File: src/rtl/imm_gen_pipe.sv
`default_nettype none
// ============================================================================
//  Module   : imm_gen_pipe
//  Purpose  : Registered RISC-V immediate generator for the decode stage.
//             Decodes I/S/B/U/J, shift-amount and CSR zimm immediates,
//             extends them to XLEN and holds the result in a one-entry
//             output register with valid/ready handshake, flush and a
//             passthrough tag. An illegal select sets imm_err and bumps a
//             saturating error counter.
//  Ports    : clk, rst (async, active-low)
//             in_valid/in_ready, instr[31:0], imm_src[2:0], in_tag  - input side
//             flush                                                   - kill held entry
//             out_valid/out_ready, imm_ext[XLEN-1:0], imm_err, out_tag - output side
//             err_cnt[CNT_W-1:0]                                      - illegal-select count
//  Revision : 1.0 - initial release
// ============================================================================
module imm_gen_pipe #(
  parameter int XLEN  = 32,
  parameter int TAG_W = 5,
  parameter int CNT_W = 8
) (
  input  logic             clk,
  input  logic             rst,
  input  logic             in_valid,
  output logic             in_ready,
  input  logic [31:0]      instr,
  input  logic [2:0]       imm_src,
  input  logic [TAG_W-1:0] in_tag,
  input  logic             flush,
  output logic             out_valid,
  input  logic             out_ready,
  output logic [XLEN-1:0]  imm_ext,
  output logic             imm_err,
  output logic [TAG_W-1:0] out_tag,
  output logic [CNT_W-1:0] err_cnt
);

  localparam logic [2:0] c_src_i     = 3'b000;
  localparam logic [2:0] c_src_s     = 3'b001;
  localparam logic [2:0] c_src_b     = 3'b010;
  localparam logic [2:0] c_src_u     = 3'b011;
  localparam logic [2:0] c_src_j     = 3'b100;
  localparam logic [2:0] c_src_shamt = 3'b101;
  localparam logic [2:0] c_src_zimm  = 3'b110;
  localparam logic [2:0] c_src_ill   = 3'b111;

  localparam logic [CNT_W-1:0] c_cnt_max = {CNT_W{1'b1}};

  logic             r_out_valid;
  logic [XLEN-1:0]  r_imm_ext;
  logic             r_imm_err;
  logic [TAG_W-1:0] r_out_tag;
  logic [CNT_W-1:0] r_err_cnt;

  logic             w_accept;
  logic [31:0]      w_imm32;
  logic             w_err;
  logic [XLEN-1:0]  w_imm;
  logic             w_unused_opcode;

  // The opcode field never contributes to any immediate.
  assign w_unused_opcode = ^instr[6:0];

  assign in_ready = !r_out_valid || out_ready;
  assign w_accept = in_valid && in_ready && !flush;

  // Every format fits in 32 bits; build a 32-bit sign-correct value first
  // and widen it afterwards. Zero-extended formats have bit 31 clear, so
  // the common sign-extension below leaves them untouched.
  always_comb begin
    w_imm32 = 32'b0;
    w_err   = 1'b0;
    case (imm_src)
      c_src_i:     w_imm32 = {{20{instr[31]}}, instr[31:20]};
      c_src_s:     w_imm32 = {{20{instr[31]}}, instr[31:25], instr[11:7]};
      c_src_b:     w_imm32 = {{19{instr[31]}}, instr[31], instr[7],
                              instr[30:25], instr[11:8], 1'b0};
      c_src_u:     w_imm32 = {instr[31:12], 12'b0};
      c_src_j:     w_imm32 = {{11{instr[31]}}, instr[31], instr[19:12],
                              instr[20], instr[30:21], 1'b0};
      c_src_shamt: begin
        if (XLEN == 64) w_imm32 = {26'b0, instr[25:20]};
        else            w_imm32 = {27'b0, instr[24:20]};
      end
      c_src_zimm:  w_imm32 = {27'b0, instr[19:15]};
      c_src_ill:   w_err   = 1'b1;
      default:     w_err   = 1'b1;
    endcase
  end

  generate
    if (XLEN == 64) begin : g_xlen64
      assign w_imm = {{32{w_imm32[31]}}, w_imm32};
    end else begin : g_xlen32
      assign w_imm = w_imm32;
    end
  endgenerate

  // Output register. Flush wins over everything (w_accept already excludes
  // it); a same-edge drain and load keeps out_valid high.
  always_ff @(posedge clk or negedge rst) begin
    if (!rst) begin
      r_out_valid <= 1'b0;
      r_imm_ext   <= '0;
      r_imm_err   <= 1'b0;
      r_out_tag   <= '0;
    end else if (flush) begin
      r_out_valid <= 1'b0;
    end else if (w_accept) begin
      r_out_valid <= 1'b1;
      r_imm_ext   <= w_imm;
      r_imm_err   <= w_err;
      r_out_tag   <= in_tag;
    end else if (r_out_valid && out_ready) begin
      r_out_valid <= 1'b0;
    end
  end

  // Saturating count of accepted illegal selects; cleared only by reset.
  always_ff @(posedge clk or negedge rst) begin
    if (!rst) begin
      r_err_cnt <= '0;
    end else if (w_accept && (imm_src == c_src_ill) && (r_err_cnt != c_cnt_max)) begin
      r_err_cnt <= r_err_cnt + CNT_W'(1);
    end
  end

  assign out_valid = r_out_valid;
  assign imm_ext   = r_imm_ext;
  assign imm_err   = r_imm_err;
  assign out_tag   = r_out_tag;
  assign err_cnt   = r_err_cnt;

endmodule
`default_nettype wire

File: config.mk
export PLATFORM = sky130hd
export DESIGN_NAME = imm_gen_pipe
export DESIGN_NICKNAME = d
export VERILOG_FILES = /design/src/rtl/imm_gen_pipe.sv
export SDC_FILE = /design/constraint.sdc
export NUM_CORES = 1
export LEC_CHECK = 0
export ABC_AREA = 1
export CORE_AREA = 2 2 82 84
export DETAILED_ROUTE_END_ITERATION = 7
export DIE_AREA = 0 0 84 86
export PLACE_DENSITY_LB_ADDON = 0.25
export SKIP_LAST_GASP = 1
export SLEW_MARGIN = 20
export SYNTH_ARGS = -nofsm -noshare
export SYNTH_HDL_FRONTEND = slang
export SYNTH_SLANG_ARGS = --single-unit
File: constraint.sdc
create_clock -name clk -period 1.3 [get_ports clk]
set_clock_uncertainty 0.1 [all_clocks]
set_input_delay 0.26 -clock clk [delete_from_list [all_inputs] [get_ports clk]]
set_output_delay 0.26 -clock clk [all_outputs]
set_load 0.1 [all_outputs]
# Yosys cells after proc, flatten, opt, wreduce, memory -nomap -nowiden
# Cells that the tools add are included.
# totals
input_bits,45
reg_bits,47
out_inout_bits,48
# op_classes
add_sub_neg,1
n_reduce_logical,11
bitwise,1
muxes,5
eq_ne,8
# op_table
operator,count
$pmux W32 S7,1
$eq A3 B3 Y1 const B,4
$add A8 B1 Y8 const B,1
$ne A8 B8 Y1 const B,1
$eq A3 B2 Y1 const B,2
$logic_and A1 B1 Y1,5
$mux W1,4
$eq A3 B1 Y1 const B,1
$logic_not A3 Y1,1
$reduce_bool A3 Y1,1
$logic_not A1 Y1,2
$reduce_and A2 Y1,1
$logic_or A1 B1 Y1,1
$not A1 Y1,1

# Logic depth before layout (Yosys ltp)
# depth
ltp_word,6
mapped_depth,9
ltp_nobuf,8

# Worst setup path before layout
# Ideal clock, no wire load.
# synth_path
path_type,reg-to-reg
from,reg r_out_valid (netlist: out_valid)
to,reg r_imm_ext[0] (netlist: imm_ext[0])
t_arrival_ps,2658
path_stages_with_launch,7
slack_ps,-1525
path_cell_list,dfrtp_1 nand2_1 nand2_1 buf_2 buf_2 nand2_1 nand2_1
# synth_via
elab_chain_len,5
# synth_rtl
element,line_no,source
start: declaration,49,logic r_out_valid;
start signal: assignment,103,r_out_valid <= 1'b0;
start signal: assignment,108,r_out_valid <= 1'b0;
start signal: assignment,110,r_out_valid <= 1'b1;
$logic_not A1 Y1,64,assign in_ready = !r_out_valid || out_ready;
$logic_or A1 B1 Y1,64,
via in_ready,25,"output logic in_ready,"
$logic_and A1 B1 Y1 (2 in a row),65,assign w_accept = in_valid && in_ready && !flush;
$reduce_and A2 Y1 (no line),n/a,
end signal: assignment,111,r_imm_ext <= w_imm;
end: declaration,50,logic [XLEN-1:0] r_imm_ext;
# The timed path passes the listed nets, and every way through them passes these cells.
# A chain may end at the register's enable or synchronous reset.

# Worst setup path after layout
# layout_path
from,reg r_out_valid (netlist: out_valid)
to,out in_ready
# layout_via
elab_chain_len,2
# layout_rtl
element,line_no
$logic_not A1 Y1,64
$logic_or A1 B1 Y1,64
end: declaration,25
# No other way between the ends.

==> results.md <==
* Status: finished with violations
* Failing checks: negative setup slack
* Initial antenna violation count at 0
* Nets@finish at 503
* Final Setup Violations at 56
* Worst-path fanout max at 2
* Startpoint types: flip-flop
* Seq cells post-synth at 47
* Synth Net Count at 369
* Wire per inst at 14.6 um
* Hold WS at 0.347 ns
* IO Pins at 93
* Power density cells at 1390 nW/um2
* Synth warn at 0
* Hold WC Path Type: in -> async
* Chip height at 86 um
* Pre-CTS setup slack at -0.506 ns
* Residual DRC at 0
* Share of layout cells above drive strength 1 at 31.0%
* First-pass GRT wire length at 12.2 mm
* Cts bufs inserted at 5
* Setup crit end kind: output port
* CTS H-tree lvls at 2
* Vias in the first global route at 2,555
* TritonCTS Sinks at 47
* Std-Cell Rows at 29
* Clock latency on the worst-skew pair at 0.31 ns
* Post-DP HPWL at 5.23 mm
* Maxcap violations at 0
* Core ar. at 6280 um2
* Max-slew headroom at 77.8%
* Clock Path Buffers at 2
* Die Area at 7220 um2
* DRT iter0 DRCs at 119
* Synth cell types at 21
* Final Max Tran Viols at 0
* Final WL at 7.80 mm
* GRT Util Overall at 21.5%
* Port-buffer cells at 85
* Inst Count DP at 502
* Total Power at 6220 uW
* Die W at 84 um
* Min Tclk post-route at 1.50 ns
* Vias/cell at 4.89
* Slew @ Worst Pin at 0.333 ns
* Antenna-violating nets left at 0
* Largest net degree at the start of global routing at 48
* Syn-to-layout area delta at 91.3%
* Setup WS post-layout at -0.203 ns
* Netlist Area Pre-Place at 2340 um2
* Initial Utilization at 37.2%
* Syn Area/Cell at 7.23 um2
* Data required time of the worst path at 0.94 ns
* Kind of critical path: reg -> out
* CTS tree: yes
* Layout Cells excl Fill at 535
* Max Freq at 0.665 GHz
* DR vias at 2,616
* Ant. Diodes at 0
* Crit share post-route at 116%
* Clk root buf: clkbuf_8
* DRT Pass-1 Iters at 4
* RSZ-0062 raised after global routing: yes
* VDD IR max at 0.000948 V
* Total negative setup slack at -4.32 ns
* Seq/Total Area, Yosys at 50.3%
* R2R Setup Slk at -0.17 ns
* Leakage power at 0.00228 uW
* Hold Violations, Final at 0
* GRT Residual Overflow at 0
* Arr. time, crit path at 1.14 ns
* Clock slew at reported path FFs at 0.10 ns
* Syn Inst Count at 323
* Placer Congestion at 0.924
==> cells by family after synthesis <==
family                     synth area share, %
and+or+nand+nor                           41.0
DFF                                       50.3
buffers and inverters                     5.25
AOI/OAI and AO/OA                         1.71
xor gates and xnor gates                  1.13
adders and majority gates                0.536
==> layout by cell type, fill, tap and decap left out, types with 2 or more instances in the layout <==
cell               n
dfrtp_1           37
buf_8              2
buf_4             39
clkdlybuf4s50_1   33
inv_2              5
nand2_1          188
nor2_4             4
nand3_1           21
nor2_1             7
buf_12            51
dfrtp_2            7
inv_1              9
dfrtp_4            3
nand3_4            4
buf_6              8
nand2_2            2
dlygate4sd2_1      3
xnor2_1            2
clkbuf_8           5
nand4_1            5
nand2_8            2
o21ai_0            5
a21oi_1            2
==> state kept, by name, summed over array words and instances (netlist names) <==
| name | flops |
|---|---|
| imm_ext | 32 |
| out_valid | 1 |
| out_tag | 5 |
| err_cnt | 8 |
| imm_err | 1 |
==> final cells by class <==
type | instances | area, um2
Fill cell | 449 | 1810
Multi-Input combinational cell | 249 | 1160
Sequential cell | 47 | 1200
Inverter | 15 | 63.8
Timing Repair Buffer | 139 | 1840
Clock inverter | 3 | 43.8
Tap cell | 77 | 96.3
Clock buffer | 5 | 68.8
==> worst max-delay path, stage by stage, from the launching register on <==
cell,delay (ns)
dfrtp_4,0.52
nand2_8,0.07
buf_6,0.09
buf_12,0.16
==> cell usage after synthesis <==
cell type	number	area, um2
nand2_1	192	721
dfrtp_1	47	1180
nand3_1	25	125
inv_1	14	52.6
nor2_1	9	33.8
buf_2	8	40.0
o21ai_0	6	30.0
nand4_1	5	31.3
a21oi_1	2	10.0
clkbuf_1	2	7.51
nor2_2	2	12.5
xnor2_1	2	17.5
buf_4	1	7.51
buf_6	1	11.3
ha_1	1	12.5
inv_2	1	3.75
nand2_2	1	6.26
nand3_2	1	10.0
nand3b_1	1	7.51
nor2_4	1	11.3
xor2_1	1	8.76
==> power by group <==
group | switching, uW | internal (uW) | leakage (uW)
Clock | 541 | 574 | 0.0000581
Combinational | 1990 | 1220 | 0.00163
Sequential | 232 | 1670 | 0.000597
==> metrics by stage <==
stage / util, % / area, um2
final: 71.2 / 4470
after global routing: 71.2 / 4470
after CTS: 69.9 / 4390
after detailed placement: 63.9 / 4010
after global placement: 63.9 / 4010
after floorplan: - / 2450
==> routing by layer <==
| layer | part of all wire (%) | vias to the layer above | track usage [%] |
|---|---|---|---|
| li1 | - | 1270 | - |
| met1 | 41 | 1220 | 27.0 |
| met2 | 50 | 101 | 36.6 |
| met3 | 5.4 | 25 | 4.14 |
| met4 | 3.3 | 0 | 8.94 |
| met5 | 0 | - | 0 |
==> what timing repair did <==
action	CTS	global route
endpoints found under the hold margin	47	0
gates resized for setup	31	4
buffers inserted	14	9
hold buffers	1	0
pin swaps	6	4
setup endpoints to repair	52	79
gates cloned	1	0
==> final timing paths <==
check | startpoint | to | cells past startpoint
min in group clk | in_tag[4] | out_tag[4] | 3
worst min-delay path | rst | imm_ext[29] | 3
worst min register to register | imm_ext[0] | imm_ext[0] | 2
worst max register to register | out_valid | imm_ext[13] | 7
worst max-delay path | out_valid | in_ready | 3
max in group asynchronous | rst | err_cnt[6] | 3
Power figures use the tool's default switching activity.
